**src/rtl/instruction_fetch.sv**
```systemverilog
// Fetch stage: drives PC to instruction memory, absorbs wait states and hands words to the
// decoder through an output register backed by a one-entry skid register.
module instruction_fetch #(
    parameter int unsigned ADDR_WIDTH  = 8,
    parameter int unsigned INSTR_WIDTH = 32
) (
    input  logic                   CLK,
    input  logic                   RESET,
    input  logic [ADDR_WIDTH-1:0]  PC,
    output logic                   PC_EN,
    input  logic                   FLUSH,
    output logic [ADDR_WIDTH-1:0]  MEM_ADDRESS,
    output logic                   MEM_READ,
    input  logic [INSTR_WIDTH-1:0] MEM_READDATA,
    input  logic                   MEM_BUSYWAIT,
    output logic [INSTR_WIDTH-1:0] INSTRUCTION,
    output logic                   INSTR_VALID,
    input  logic                   INSTR_READY
);

    typedef enum logic [2:0] {
        StIdle,
        StFetch,
        StAdvance,
        StHold,
        StDrain
    } state_e;

    state_e                 state_q, state_d;
    logic [INSTR_WIDTH-1:0] instr_q, instr_d;
    logic [INSTR_WIDTH-1:0] skid_q, skid_d;
    logic                   valid_q, valid_d;
    logic                   slot_free;

    assign slot_free = ~valid_q | INSTR_READY;

    always_comb begin
        state_d = state_q;
        instr_d = instr_q;
        skid_d  = skid_q;
        // A transfer empties the output register unless it is refilled below.
        valid_d = valid_q & ~INSTR_READY;

        if (FLUSH) begin
            valid_d = 1'b0;
            skid_d  = '0;
            // An outstanding memory request must still be completed, then discarded.
            case (state_q)
                StFetch, StDrain: state_d = MEM_BUSYWAIT ? StDrain : StFetch;
                default:          state_d = StFetch;
            endcase
        end else begin
            case (state_q)
                StIdle: begin
                    state_d = StFetch;
                end
                StFetch: begin
                    if (!MEM_BUSYWAIT) begin
                        if (slot_free) begin
                            instr_d = MEM_READDATA;
                            valid_d = 1'b1;
                            state_d = StAdvance;
                        end else begin
                            skid_d  = MEM_READDATA;
                            state_d = StHold;
                        end
                    end
                end
                StHold: begin
                    if (slot_free) begin
                        instr_d = skid_q;
                        valid_d = 1'b1;
                        state_d = StAdvance;
                    end
                end
                StAdvance: begin
                    state_d = StFetch;
                end
                StDrain: begin
                    if (!MEM_BUSYWAIT) begin
                        state_d = StFetch;
                    end
                end
                default: begin
                    state_d = StIdle;
                end
            endcase
        end
    end

    always_ff @(posedge CLK or posedge RESET) begin
        if (RESET) begin
            state_q <= StIdle;
            instr_q <= '0;
            skid_q  <= '0;
            valid_q <= 1'b0;
        end else begin
            state_q <= state_d;
            instr_q <= instr_d;
            skid_q  <= skid_d;
            valid_q <= valid_d;
        end
    end

    // Moore outputs so an asynchronous reset drops the request immediately.
    assign MEM_READ    = (state_q == StFetch) || (state_q == StDrain);
    assign PC_EN       = (state_q == StAdvance);
    assign MEM_ADDRESS = PC;
    assign INSTRUCTION = instr_q;
    assign INSTR_VALID = valid_q;

endmodule

```
**config.mk**
```make
export PLATFORM = sky130hd
export DESIGN_NAME = instruction_fetch
export DESIGN_NICKNAME = d
export VERILOG_FILES = /design/src/rtl/instruction_fetch.sv
export SDC_FILE = /design/constraint.sdc
export NUM_CORES = 1
export LEC_CHECK = 0
export BUFFER_PORTS_ARGS = -buffer_cell sky130_fd_sc_hd__buf_2
export CAP_MARGIN = 20
export CORE_MARGIN = 1.5
export CORE_UTILIZATION = 50
export DETAILED_ROUTE_END_ITERATION = 8
export HOLD_SLACK_MARGIN = 0.08
export PLACE_DENSITY = 0.77
export SLEW_MARGIN = 20
export SYNTH_ARGS = -nofsm -noshare
export SYNTH_HDL_FRONTEND = slang
export SYNTH_SLANG_ARGS = --single-unit
```
**constraint.sdc**
```tcl
create_clock -name CLK -period 4.15 [get_ports CLK]
set_input_delay 0.83 -clock CLK [delete_from_list [all_inputs] [get_ports CLK]]
set_output_delay 0.83 -clock CLK [all_outputs]
set_load 0.005 [all_outputs]
```
==> results.yml, run 1 <==
sta:
  fin_skew_ps: 9.14
  slew_headroom_pct: 37.1
  max_freq_ghz: 0.422
  hold_viol: 0
  setup_viol: 0
  slew_violations: 0
  min_period_ps: 2370
  rsz0062_at_grt: "false"
  worst_slack_ps: 1780
  timing.final.crit_share_pct: 57.1
  fin_hold_ws_ps: 508
  worst_pin_slew_ps: 941
  fin_tns_setup_ps: 0
layout:
  num_antenna_cells: 0
  fin_nets: 385
  area_delta_synth_final_pct: 16.2
  n_fill_cell: 526
  layout.cells.non_filler: 422
  regArea_um2: 1700
  multi_input_area_um2: 1480
  drive_gt1_share_pct: 37.4
worst_setup_path:
  worst-path-buf-inv: 2
  path_cells: "buf_2 > or2_1 > nor4_4 > buf_4 > mux2_2"
  cp_top_family: "buffers and inverters"
  end_kind: "flop"
  r2r_slack_ps: 1920
  required_ps: 4380
  cp_slowest_cell: "buf_4"
  crit_fanout: 35
  startpoint_type: "primary input"
  arrival_ps: 2600
  timing.rr.end: "INSTRUCTION[5]"
  max_stage_delay_ps: 540
  r2r_cells: 4
  reg2reg_from: "state_q[2]"
  critical_path_class: "primary input to flop"
synth:
  syn_area_per_cell_um2: 11.8
  yosysWarnings: 0
  synthesis.nets: 329
  synth_cell_types: 26
  synth_area_um2: 3360
  yosys_register_bits: 68
  synthCells: 284
  ys_seq_area_share_pct: 50.6
die:
  die-area_um2: 7230
  core_um2: 6420
  die_h_um: 85
  io_pins: 88
  start_util_pct: 52.3
  row_count: 29
  die_x_um: 85
place:
  gp_congestion: 0.746
  post-place-cells: 406
  hpwl_um: 4440
  portBuffers: 71
  place_worst_setup_slack_ps: 1440
status:
  violations: "design-rule violations"
  status: "finished, violations left"
cts:
  cts_tree: "yes"
  clk_pin_slew_ps: 80
  root_buffer: "clkbuf_8"
  ctsLongestPathBuffers: 2
  clock_sinks: 68
  cts_resized: 0
  cts_hold_buf: 0
  post_cts_buffers: 0
  clk_latency_ps: 340
  numCtsBuffers: 9
  h-tree-depth: 3
global_route:
  antenna_found_initial: 0
  grt_max_degree: 47
  grt_pass1_wl_um: 11600
  overflow: 0
  grt_pass1_vias: 2362
  grtUsageTotal_pct: 20.5
min_path:
  min_path_cells: 1
  worstHoldStart: "INSTRUCTION[3]"
  hp-class: "flop to flop"
  worstHoldEndpoint: "INSTRUCTION[3]"
drt:
  drt-pass1-iter-count: 6
  vias: 2357
  drt_iter0_markers: 138
  ant_nets: 0
  drc: 4
  wire_per_inst_um: 16.5
  drt_wl_total_um: 6970
  drt-vias-per-instance: 5.59
power_and_ir_drop:
  p_per_area_nw_per_um2: 562
  p_leak_nw: 1.79
  vdd_ir_drop_max_v: 0.000434
job:
  maxCapViolCount: 0
## layer usage
| metal | GRT usage, % | up-vias | wire, um |
|---|---|---|---|
| met2 | 31.7 | 75 | 3400 |
| met5 | 0 | - | 0 |
| met1 | 27.7 | 1155 | 3120 |
| li1 | - | 1125 | - |
| met4 | 5.66 | 0 | 22 |
| met3 | 6.91 | 2 | 433 |
## worst max path at each step
stage                     startpoint             end  slack (ps)  cells after the start
after floorplan                RESET  INSTRUCTION[0]        1610                      1
after global placement         FLUSH  INSTRUCTION[9]        1460                      5
after detailed placement       FLUSH  INSTRUCTION[9]        1440                      5
after CTS                      FLUSH  INSTRUCTION[9]        1800                      5
after global routing           FLUSH  INSTRUCTION[9]        1690                      5
final                          FLUSH  INSTRUCTION[9]        1780                      5
## Yosys cell counts (all sizes together)
cell type	count	area, um^2
a21oi	35	175
buf	15	114
clkbuf	17	65.1
dfrtp	68	1700
inv	3	11.3
mux2	64	833
nand2	1	3.75
nand2b	3	18.8
nand3	32	160
nand3b	2	15.0
nor2	1	3.75
nor2b	3	18.8
nor3b	1	7.51
nor4	1	21.3
nor4b	1	15.0
o21ai	33	165
o2bb2ai	1	8.76
o31ai	1	7.51
or2	1	6.26
or4b	1	10.0
## kinds of logic (layout without fill, tap and decap cells)
logic type             count (synthesis)  count (layout)  share of synthesized area, %
buffers and inverters                 35              96                          5.66
and+or+nand+nor                       47              47                          8.34
muxes                                 64              64                          24.8
DFF                                   68              68                          50.6
AOI/OAI and AO/OA                     70              70                          10.6
## layout by cell type, fill, tap and decap left out, drive strengths merged
master	synthesis	final
nor3b	1	1
nand2b	3	3
mux2	64	64
o31ai	1	1
nor2b	3	3
nor4b	1	1
clkbuf	17	10
or4b	1	1
clkinv	0	2
a21oi	35	35
nand3	32	32
bufinv	0	2
nor4	1	1
clkinvlp	0	2
nor2	1	1
buf	15	77
or2	1	1
dfrtp	68	68
nand2	1	1
o2bb2ai	1	1
inv	3	3
o21ai	33	33
nand3b	2	2
## cell type report
cell class,count,area share (%)
Sequential cell,68,43.5
Multi-Input combinational cell,181,37.9
Timing Repair Buffer,77,10.2
Clock buffer,10,3.27
Tap cell,77,2.47
Clock inverter,6,2.27
Inverter,3,0.288
## flip-flops by register name, indices dropped and copies added (netlist names)
| signal | flops |
|---|---|
| INSTRUCTION | 32 |
| INSTR_VALID | 1 |
| skid_q | 32 |
| state_q | 3 |
## where the power goes
part           internal, W  switching [W]  leakage [nW]
logic             0.000389       0.000280         0.809
registers         0.000834       0.000104         0.879
clock network     0.000338       0.000253         0.102
total              0.00156       0.000636          1.79
## metrics by stage
| stage | cell area (um^2) | util [%] | total power (W) |
|---|---|---|---|
| 3_3_place_gp | 3690 | 57.5 | 0.00161 |
| 5_1_grt | 3910 | 60.8 | 0.00233 |
| 4_1_cts | 3910 | 60.8 | 0.00222 |
| 6_report | 3910 | 60.8 | 0.00220 |
| 3_5_place_dp | 3690 | 57.5 | 0.00162 |
| 2_1_floorplan | 3360 | - | 0.00137 |
(Power assumes the default switching activity.)
==> run 2, diff against run 1 <==
- CORE_UTILIZATION: 50 -> 48
- PLACE_DENSITY: 0.77 -> 0.78
- clock period: 4.15 -> 2 ns (I/O delays scaled with it)
==> run 2 against run 1 <==
  * Clock power up 110%
  * Utilization down 1.9 points
  * Setup slack worse by 1600 ps
  * Largest power group unchanged
  * Sequential power up 110%
  * The run now ends clean
  * Critical path depth down 1
==> results.yml, run 2 (same netlist as run 1, synthesis figures left out) <==
layout:
  regArea_um2: 1700
  drive_gt1_share_pct: 38.1
  area_delta_synth_final_pct: 19.1
  n_fill_cell: 580
  final_cell_mix: "buf_2 (71), dfrtp_1 (68), a21oi_1 (35)"
  multi_input_area_um2: 1480
  num_antenna_cells: 0
  final_common_cell: "buf_2"
  fin_nets: 392
cts:
  clock_sinks: 68
  cts_hold_buf: 1
  numCtsBuffers: 9
  cts_resized: 0
  root_buffer: "clkbuf_8"
  clk_pin_slew_ps: 80
  cts_tree: "yes"
  post_cts_buffers: 0
  clk_latency_ps: 350
  h-tree-depth: 3
  ctsLongestPathBuffers: 2
drt:
  wire_per_inst_um: 16.3
  drt-pass1-iter-count: 4
  drt-vias-per-instance: 5.53
  vias: 2479
  drc: 0
  drt_iter0_markers: 199
  ant_nets: 0
  drt_wl_total_um: 7300
sta:
  min_period_ps: 1770
  setup_viol: 0
  fin_tns_setup_ps: 0
  fin_hold_ws_ps: 303
  slew_violations: 0
  slew_headroom_pct: 74.6
  rsz0062_at_grt: "false"
  timing.final.crit_share_pct: 88.7
  hold_viol: 0
  fin_skew_ps: 9.88
  max_freq_ghz: 0.564
  worst_pin_slew_ps: 381
power_and_ir_drop:
  p_leak_nw: 1.83
  vdd_ir_drop_max_v: 0.000514
  p_per_area_nw_per_um2: 1160
worst_setup_path:
  end_kind: "flop"
  critical_path_class: "flop to flop"
  crit_fanout: 17
  startpoint_type: "flop"
  arrival_ps: 2000
  required_ps: 2230
global_route:
  grt_pass1_vias: 2499
  overflow: 0
  grtUsageTotal_pct: 21.1
  grt_pass1_wl_um: 12100
  antenna_found_initial: 0
  grt_max_degree: 40
status:
  status: "complete, no violations"
place:
  gp_congestion: 0.770
  hpwl_um: 4680
  portBuffers: 71
die:
  die_h_um: 86.7
  die_x_um: 86.7
  io_pins: 88
  die-area_um2: 7520
  core_um2: 6790
  start_util_pct: 49.5
  row_count: 30
job:
  maxCapViolCount: 0
min_path:
  hp-class: "primary input to flop"
-- run 2: area by class of cell --
cell class	instances	area share [%]
clock buffer	11	3.53
clock inverter	5	1.88
inverter	3	0.375
multi-input combinational	181	37.0
sequential	68	42.5
tap	96	3.00
timing repair buffer	84	11.7
-- run 2: worst paths after layout --
check	cells after the start	end	start	slack, ps
hold reg to reg	1	INSTRUCTION[4]	INSTRUCTION[4]	510
setup reg to reg	4	INSTRUCTION[9]	state_q[2]	230
setup / recovery	4	INSTRUCTION[9]	state_q[2]	230
hold / removal	3	skid_q[5]	MEM_READDATA[5]	300
min in group asynchronous	3	INSTRUCTION[5]	RESET	600
max in group asynchronous	4	INSTR_VALID	RESET	880
-- run 2: critical path: stages (launching register included) --
cell and delay (ps):
dfrtp_1 460, or2_1 300, nor4_4 170, buf_4 370, mux2_2 370
-- run 2: layer usage --
layer	GRT usage (%)	vias up	share of wire, %
li1	-	1141	-
met1	29.3	1215	45
met2	30.2	102	46
met3	6.19	21	6.4
met4	10.1	0	2.4
met5	0	-	0
-- run 2: metrics by stage --
stage	power, W	cell area, um^2	util, %	instances	setup WS, ps
floorplan	0.00285	3370	-	284	254
global placement	0.00337	3780	55.6	431	206
detailed placement	0.00340	3780	55.6	431	183
CTS	0.00467	4000	58.9	448	223
global route	0.00489	4000	58.9	448	146
finish	0.00463	4000	58.9	448	226
-- run 2: where the power goes --
group | leakage [nW] | internal [W] | switching (W)
sequential | 0.879 | 0.00173 | 0.000230
combinational | 0.842 | 0.000822 | 0.000592
clock | 0.113 | 0.000730 | 0.000520
==> run 3, diff against run 2 <==
- CORE_ASPECT_RATIO: default -> 0.8
==> run 3 against run 2 <==
  * Clock power shrank 8%
  * Maximum frequency grew 0.45%
  * Critical path depth is the same
  * Cell area shrank 0.66%
  * Global-route usage grew 1.6 points
  * First-iteration DRC count shrank 34%
  * Critical path type unchanged
  * Highest routed layer unchanged
==> results.yml, run 3 (same netlist as run 1, synthesis figures left out) <==
worst_setup_path:
  cp_top_family: "simple AND/OR/NAND/NOR gates"
  required_ps: 2230
  worst-path-buf-inv: 1
  cp_slowest_cell: "dfrtp_1"
  max_stage_delay_ps: 460
  path_cells: "or2_1 > nor4_4 > buf_4 > mux2_4"
  crit_fanout: 13
  arrival_ps: 1990
  end_kind: "flop"
  startpoint_type: "flop"
  critical_path_class: "flop to flop"
drt:
  drt_wl_total_um: 7720
  drc: 0
  wl_met2_um: 3690
  drt_iter0_markers: 131
  wl_met3_um: 424
  drt-met1-wl_um: 3520
  ant_nets: 0
  drt-pass1-iter-count: 4
  drt-vias-per-instance: 5.58
  routed.top_layer: "met4"
  vias: 2433
  wire_per_inst_um: 17.7
job:
  maxCapViolCount: 0
power_and_ir_drop:
  vdd_ir_drop_max_v: 0.000421
  switching_share_pct: 29.4
  p_total_w: 0.00455
  pwr-share-clk_pct: 25.2
  p_leak_nw: 1.82
  p_seq_share_pct: 43.0
  p_per_area_nw_per_um2: 1150
  combPwrFrac_pct: 31.8
  power.internal_w: 0.00322
  p_sw_w: 0.00134
die:
  die-area_um2: 7520
  die_x_um: 96.6
  core_um2: 6820
  row_count: 27
  start_util_pct: 49.3
  die_h_um: 77.9
  io_pins: 88
cts:
  h-tree-depth: 3
  post_cts_buffers: 0
  cts_hold_buf: 0
  clk_pin_slew_ps: 70
  cts_resized: 0
  clk_latency_ps: 340
  clock_sinks: 68
  numCtsBuffers: 9
  root_buffer: "clkbuf_8"
  ctsLongestPathBuffers: 2
  cts_tree: "yes"
sta:
  slew_violations: 0
  rsz0062_at_grt: "false"
  fin_skew_ps: 4.55
  fin_tns_setup_ps: 0
  setup_viol: 0
  slew_headroom_pct: 65.0
  hold_viol: 0
  min_period_ps: 1770
  worst_pin_slew_ps: 525
  max_freq_ghz: 0.566
  timing.final.crit_share_pct: 88.3
min_path:
  hp-class: "primary input to async pin"
global_route:
  grt_max_degree: 42
  grtUsageTotal_pct: 22.7
  grt_pass1_wl_um: 12800
  overflow: 0
  antenna_found_initial: 0
  grt_pass1_vias: 2557
layout:
  multi_input_area_um2: 1480
  area_delta_synth_final_pct: 18.3
  fin_util_pct: 58.3
  fin_nets: 390
  drive_gt1_share_pct: 38.1
  final_common_cell: "buf_2"
  num_antenna_cells: 0
  n_fill_cell: 583
  final_cell_mix: "buf_2 (71), dfrtp_1 (68), a21oi_1 (35)"
  regArea_um2: 1700
  layout.cells.non_filler: 436
place:
  post-place-cells: 421
  gp_congestion: 0.750
  hpwl_um: 4840
  portBuffers: 71
status:
  status: "complete, no violations"
==> run 3: path summary, 6_finish.rpt <==
kind                       slack (ps)            start  cells past startpoint         endpoint
min in group CLK                  310  MEM_READDATA[1]                      3        skid_q[1]
hold / removal                    140            RESET                      3   INSTRUCTION[5]
hold reg to reg                   510   INSTRUCTION[7]                      1   INSTRUCTION[7]
setup / recovery                  230       state_q[2]                      4  INSTRUCTION[25]
max in group asynchronous        1420            RESET                      3  INSTRUCTION[20]
setup reg to reg                  230       state_q[2]                      4  INSTRUCTION[25]
==> run 3: metrics by stage <==
step                      cell area (um^2)  setup WS (ps)  hold WS, ps
after floorplan                       3370            254          505
final                                 3980            234          139
after detailed placement              3770            169          490
after global routing                  3980            108          158
after CTS                             3980            228          143
after global placement                3770            219          494
==> run 3: routing by layer <==
metal / global-route usage [%] / up-vias
met5: 0 / -
li1: - / 1127
met4: 9.13 / 0
met1: 29.9 / 1232
met3: 6.57 / 8
met2: 34.9 / 66
==> run 3: final cells by class <==
type / count / share of cell area, %
sequential: 68 / 42.8
multi-input combinational: 181 / 37.3
timing repair buffer: 82 / 11.6
tap: 87 / 2.74
inverter: 3 / 0.378
clock buffer: 15 / 5.19
==> run 3: power by group through the flow <==
| stage | Sequential, W | Clock, W | Combinational, W |
|---|---|---|---|
| 3_5_place_dp | 0.00198 | 0 | 0.00146 |
| 6_report | 0.00196 | 0.00115 | 0.00145 |
| 2_1_floorplan | 0.00196 | 0 | 0.000885 |
| 5_1_grt | 0.00200 | 0.00123 | 0.00158 |
| 3_3_place_gp | 0.00198 | 0 | 0.00142 |
| 4_1_cts | 0.00196 | 0.00118 | 0.00146 |
==> run 3: tightest hold or removal path, delay by kind of cell <==
kind | cells | cell delay (ps)
buffers and inverters | 3 | 490
